--- src/rtl/fetch_bcache.sv ---
// Fetch-stage PC register with a 4-entry fully-associative branch cache.
// State advances on the falling clock edge to line up with the pipeline
// register walls; reset is asynchronous and active-low.
//
// Ports:
//   clock, reset                 falling-edge clock, async active-low reset
//   enable_fetch                 global advance enable (0 = hold everything)
//   do_hazard_pc                 stall request, PC holds
//   do_redirect, redirect_pc     redirect request and its target
//   update_valid/pc/target/taken branch-resolution update
//   oF_current_pc                registered fetch PC
//   oF_do_hit_bcache             current PC hits a valid entry (comb)
//   oF_do_bcache                 hit with counter >= 2, predicted taken (comb)
//   oF_bcache_opc                fall-through PC when predicted taken, else 0 (comb)
module fetch_bcache #(
   parameter logic [31:0] RESET_PC = 32'h0000_0000
) (
   input  logic        clock,
   input  logic        reset,
   input  logic        enable_fetch,
   input  logic        do_hazard_pc,
   input  logic        do_redirect,
   input  logic [31:0] redirect_pc,
   input  logic        update_valid,
   input  logic [31:0] update_pc,
   input  logic [31:0] update_target,
   input  logic        update_taken,
   output logic [31:0] oF_current_pc,
   output logic        oF_do_hit_bcache,
   output logic        oF_do_bcache,
   output logic [31:0] oF_bcache_opc
);

   localparam int unsigned NUM_ENTRIES = 4;
   localparam int unsigned IDX_W       = 2;
   localparam int unsigned TAG_W       = 30;
   localparam int unsigned PC_W        = 32;
   localparam int unsigned CNT_W       = 2;

   logic             entryValid  [NUM_ENTRIES];
   logic [TAG_W-1:0] entryTag    [NUM_ENTRIES];
   logic [PC_W-1:0]  entryTarget [NUM_ENTRIES];
   logic [CNT_W-1:0] entryCount  [NUM_ENTRIES];
   logic [IDX_W-1:0] victimPtr;

   logic             lookHit;
   logic [IDX_W-1:0] lookWay;
   logic             updHit;
   logic [IDX_W-1:0] updWay;
   logic [CNT_W-1:0] updCountInc;
   logic [CNT_W-1:0] updCountDec;
   logic [PC_W-1:0]  pcPlus4;
   logic [PC_W-1:0]  nextPc;

   // Lookup on the registered PC; allocation only on a miss keeps tags unique.
   always_comb begin
      lookHit = 1'b0;
      lookWay = '0;
      for (int unsigned i = 0; i < NUM_ENTRIES; i++) begin
         if (entryValid[i] && (entryTag[i] == oF_current_pc[PC_W-1:2])) begin
            lookHit = 1'b1;
            lookWay = IDX_W'(i);
         end
      end
   end

   // Match for the resolution update.
   always_comb begin
      updHit = 1'b0;
      updWay = '0;
      for (int unsigned i = 0; i < NUM_ENTRIES; i++) begin
         if (entryValid[i] && (entryTag[i] == update_pc[PC_W-1:2])) begin
            updHit = 1'b1;
            updWay = IDX_W'(i);
         end
      end
   end

   // Saturating counter neighbours of the updated entry.
   always_comb begin
      updCountInc = entryCount[updWay];
      updCountDec = entryCount[updWay];
      if (entryCount[updWay] != 2'd3) updCountInc = entryCount[updWay] + 2'd1;
      if (entryCount[updWay] != 2'd0) updCountDec = entryCount[updWay] - 2'd1;
   end

   assign pcPlus4          = oF_current_pc + 32'd4;
   assign oF_do_hit_bcache = lookHit;
   assign oF_do_bcache     = lookHit & entryCount[lookWay][1];
   assign oF_bcache_opc    = oF_do_bcache ? pcPlus4 : '0;

   // Next-PC priority: redirect > hazard hold > predicted target > sequential.
   always_comb begin
      nextPc = pcPlus4;
      if (do_redirect)       nextPc = redirect_pc;
      else if (do_hazard_pc) nextPc = oF_current_pc;
      else if (oF_do_bcache) nextPc = entryTarget[lookWay];
   end

   // PC and cache state; updates ride the same enable as the PC.
   always_ff @(negedge clock or negedge reset) begin
      if (!reset) begin
         oF_current_pc <= RESET_PC;
         victimPtr     <= '0;
         for (int unsigned i = 0; i < NUM_ENTRIES; i++) begin
            entryValid[i]  <= 1'b0;
            entryTag[i]    <= '0;
            entryTarget[i] <= '0;
            entryCount[i]  <= '0;
         end
      end else if (enable_fetch) begin
         oF_current_pc <= nextPc;
         if (update_valid) begin
            if (updHit) begin
               if (update_taken) begin
                  entryCount[updWay]  <= updCountInc;
                  entryTarget[updWay] <= update_target;
               end else begin
                  entryCount[updWay]  <= updCountDec;
               end
            end else if (update_taken) begin
               entryValid[victimPtr]  <= 1'b1;
               entryTag[victimPtr]    <= update_pc[PC_W-1:2];
               entryTarget[victimPtr] <= update_target;
               entryCount[victimPtr]  <= 2'd2;
               victimPtr              <= victimPtr + 2'd1;
            end
         end
      end
   end

endmodule

--- config.mk ---
export PLATFORM = sky130hd
export DESIGN_NAME = fetch_bcache
export DESIGN_NICKNAME = d
export VERILOG_FILES = /design/src/rtl/fetch_bcache.sv
export SDC_FILE = /design/constraint.sdc
export NUM_CORES = 1
export LEC_CHECK = 0
export ABC_AREA = 1
export CAP_MARGIN = 30
export CORE_MARGIN = 3
export CORE_UTILIZATION = 50
export CTS_BUF_LIST = sky130_fd_sc_hd__clkbuf_4 sky130_fd_sc_hd__clkbuf_8 sky130_fd_sc_hd__clkbuf_16
export CTS_CLUSTER_SIZE = 14
export DETAILED_ROUTE_END_ITERATION = 12
export GPL_ROUTABILITY_DRIVEN = 1
export GPL_TIMING_DRIVEN = 0
export PLACE_DENSITY = 0.8
export SETUP_SLACK_MARGIN = 0.05
export SYNTH_ARGS = -nofsm -noshare
export SYNTH_HDL_FRONTEND = slang
export SYNTH_SLANG_ARGS = --single-unit
export TNS_END_PERCENT = 5
--- constraint.sdc ---
create_clock -name clock -period 3.9 [get_ports clock]
set_clock_uncertainty 0.2 [all_clocks]
set_input_delay 0.975 -clock clock [delete_from_list [all_inputs] [get_ports clock]]
set_output_delay 0.975 -clock clock [all_outputs]
set_load 0.01 [all_outputs]
Word level (Yosys, flattened, before mapping)
Index checks and enable logic that the tools add are counted.
Widths: inputs -> output; s select.
- register bits after elaboration: 294
- input bits: 103
- logic and storage cells: 114
- multiplexer cells: 52
- reductions and logical operators: 16
- bitwise logic cells: 9
- equal/unequal tests: 10
- $lt $le $gt $ge: 5
- $add $sub $neg: 4
- operator list (cell ; count):
    $mux 128 ; 3
    $bwmux 128 ; 2
    $mux 32 ; 8
    $eq 30x30->1 ; 8
    $demux 32 s2 ; 2
    $bwmux 120 ; 1
    $bmux 32 s2 ; 1
    $demux 30 s2 ; 1
    $add 32x3->32 const B ; 1
    $mux 30 ; 1
    $mux 2 ; 12
    $mux 8 ; 3
    $bwmux 8 ; 2
    $mux 1 ; 11
    $logic_and 1x1->1 ; 10
    $ge 3x3->1 const B ; 3
    $not 2->3 ; 3
    $bmux 2 s2 ; 2
    $demux 2 s2 ; 2
    $or 4x4->4 ; 2
    $lt 3x1->1 const B ; 2
    $reduce_and 3->1 ; 2
    $add 2x1->2 const B ; 2
    $and 4x4->4 ; 1
    other kinds (10) ; 11

Longest topological paths before layout
- depth in word-level cells: 14
- depth in mapped cells: 21

==> impl_metrics.toml <==
[run_status]
status = "finished, violations left"
violations = "setup timing"

[detailed_routing]
vias = 22884
viasPerCell = 5.95
drc = 0
firstDrtPassIters = 6
ant_nets = 0
wl_um = 94600
post_drt_wl_per_cell_um = 24.6
drt_iter0_drc = 2574

[floorplanning]
die_w_um = 205
dieArea_sq_um = 41900
io_pins = 169
core_sq_um = 38800
die_h_um = 205
rows = 72
start_util_pct = 50.9

[synthesis]
netlist_instances = 3064
synth_cell_types = 42
yosys.area.top_type = "dfrtn_1"
synth.area.top_cells = "dfrtn_1, nand2_1, inv_1, nor2_1, o21ai_0"
synth_nets = 3172
netlist_area_sq_um = 19800
seq_area_frac_synth_pct = 37.2
synth.avg_cell_area_sq_um = 6.45
ys_async_sr_fraction_pct = 100
synth_edf_count = 0
synth_top_cell_area_share_pct = 37.2
synth_flop_cell = "dfrtn_1"
yosysWarnings = 0
ys_ff_latch = 294

[clock_network]
cts_made_buffers = 36
hold_buffers = 0
worstSkewPairLatency_ns = 0.58
cts_root_buffer = "clkbuf_16"
cts_tree = "built"
clockBufferDepth = 3
clock-sinks = 294
cts_max_level = 2
cts.clk_slew.worst_paths_ns = 0.05

[worst_setup_path]
cp_slowest_stage_delay_ns = 0.55
critPathLaunchType = "flip-flop"
cp-end-kind = "primary output"
worstSetupPathType = "reg2out"
critical_path_required_ns = 2.72
crit_arrival_ns = 5.39
reg2regPathDepth = 19
path_cells = "inv_2, nand2_1, nand4_1, nor3_2, nand2_1, nor2_1, nand3b_1, nand3_4, nand3_4, buf_12, buf_16, nor2_4, buf_6"
path_max_fanout = 8
cp_slowest_cell = "dfrtn_1"

[power]
netSwitchingPower_mw = 7.57
pwr-share-seq_pct = 33.6
p_clk_share_pct = 22.4
leakagePower_nw = 12.4
switching_share_pct = 45.9
powerDensity_nw_per_um2 = 672
power_mw = 16.5
p_int_mw = 8.94
irDropWorstVdd_mv = 0.468
combPwrFrac_pct = 44.1

[sta]
setup_tns_ns = -463.81
final-hold-violation-count = 0
rsz0062_at_grt = "true"
final_max_slew_viol_count = 0
worst_pin_slew_ns = 0.741
setup_viol = 328
layout_setup_ws_ns = -2.66
whs_ns = 0.229
relSlewSlack_pct = 50.6

[place]
placed_area_sq_um = 22300
pre_cts_slack_ns = -3.02
port_buffers = 144
dp.cells = 3729
gp_congestion = 1.12
hpwl_um = 71400

[job]
drv_cap = 0

[min_path]
worstHoldPathCells = 2
worstHoldPathType = "reg2reg"

[layout]
final_common_cell = "nand2_1"
instances_no_fill = 3845
final_cell_mix = "nand2_1, inv_1, dfrtn_1, nor2_1, o21ai_0"
nNetsFinal = 3409
fin_area_sq_um = 24600
area_delta_synth_final_pct = 24.3
drive_above_1_share_pct = 15.2
fin_util_pct = 63.3

[global_route]
grt_max_degree = 121
overflow = 0
grt_usage_pct = 44.4
grt_pass1_vias = 22364
antenna_found_initial = 3
grt_pass1_wl_um = 137000
## power groups by stage
stage                     combinational, mW  sequential [mW]  clock (mW)
final                                  7.27             5.54        3.70
after global routing                   7.88             5.66        3.80
after CTS                              6.72             5.46        3.68
after detailed placement               6.59             5.49           0
after global placement                 6.46             5.46           0
after floorplan                        4.40             5.21           0
## area by class of cell
class / count / area (sq um)
diodes: 1 / 2.50
plain buffers: 143 / 1060
clock buffers: 44 / 991
clock inverters: 19 / 273
fillers: 3377 / 14300
inverters: 360 / 1400
multi-input cells: 2267 / 10900
flip-flops and latches: 294 / 7360
well taps: 518 / 648
repair buffers: 199 / 1900
## metal layers
layer | wire, um | global-route usage, %
met4 | 9480 | 35.6
met2 | 43100 | 71.7
met3 | 9700 | 10.3
met1 | 32300 | 50.5
met5 | 26 | 0
## sequential cells by signal, indices dropped and copies added (netlist names)
| register | count |
|---|---|
| entryTarget | 128 |
| entryCount | 8 |
| entryTag | 120 |
| victimPtr | 2 |
| oF_current_pc | 32 |
| entryValid | 4 |
## timing repair
action	4_1_cts	5_1_grt
buffers inserted	26	22
cloned	1	1
resized for setup	358	176
pin swaps	12	25
endpoints found under the setup margin	360	359
## final timing paths
kind / startpoint / to / slack, ns
min: entryTarget[18] / entryTarget[18] / 0.23
max reg2reg: oF_current_pc[11] / oF_current_pc[27] / 0.05
min in group asynchronous: reset / entryTag[92] / 1.99
min reg2reg: entryTarget[18] / entryTarget[18] / 0.23
max in group asynchronous: reset / entryTarget[81] / 0.40
max: oF_current_pc[31] / oF_bcache_opc[18] / -2.66
## cells in the mapped netlist, types with 37 or more instances
| master | n |
|---|---|
| xnor2_1 | 49 |
| o21ai_1 | 42 |
| nand4_1 | 106 |
| o21ai_0 | 224 |
| nor3_1 | 46 |
| nand3_1 | 184 |
| dfrtn_1 | 294 |
| nand2_1 | 1094 |
| xor2_1 | 46 |
| inv_1 | 322 |
| a21oi_1 | 72 |
| buf_2 | 77 |
| nor2_1 | 321 |
| inv_2 | 37 |
## kinds of logic after synthesis
logic type	synth area share, %
compound gates	9.21
xor+xnor	4.21
fa+ha+maj	0.317
buf+inv	10.6
flops	37.2
simple gates	38.4
## worst max-delay path, delay by kind of cell, from the launching register on
kind                   cells  cell delay (ns)
AND/OR/NAND/NOR            9             1.66
buffers and inverters      4             0.62
flip-flops                 1             0.55
(Power assumes the default switching activity.)
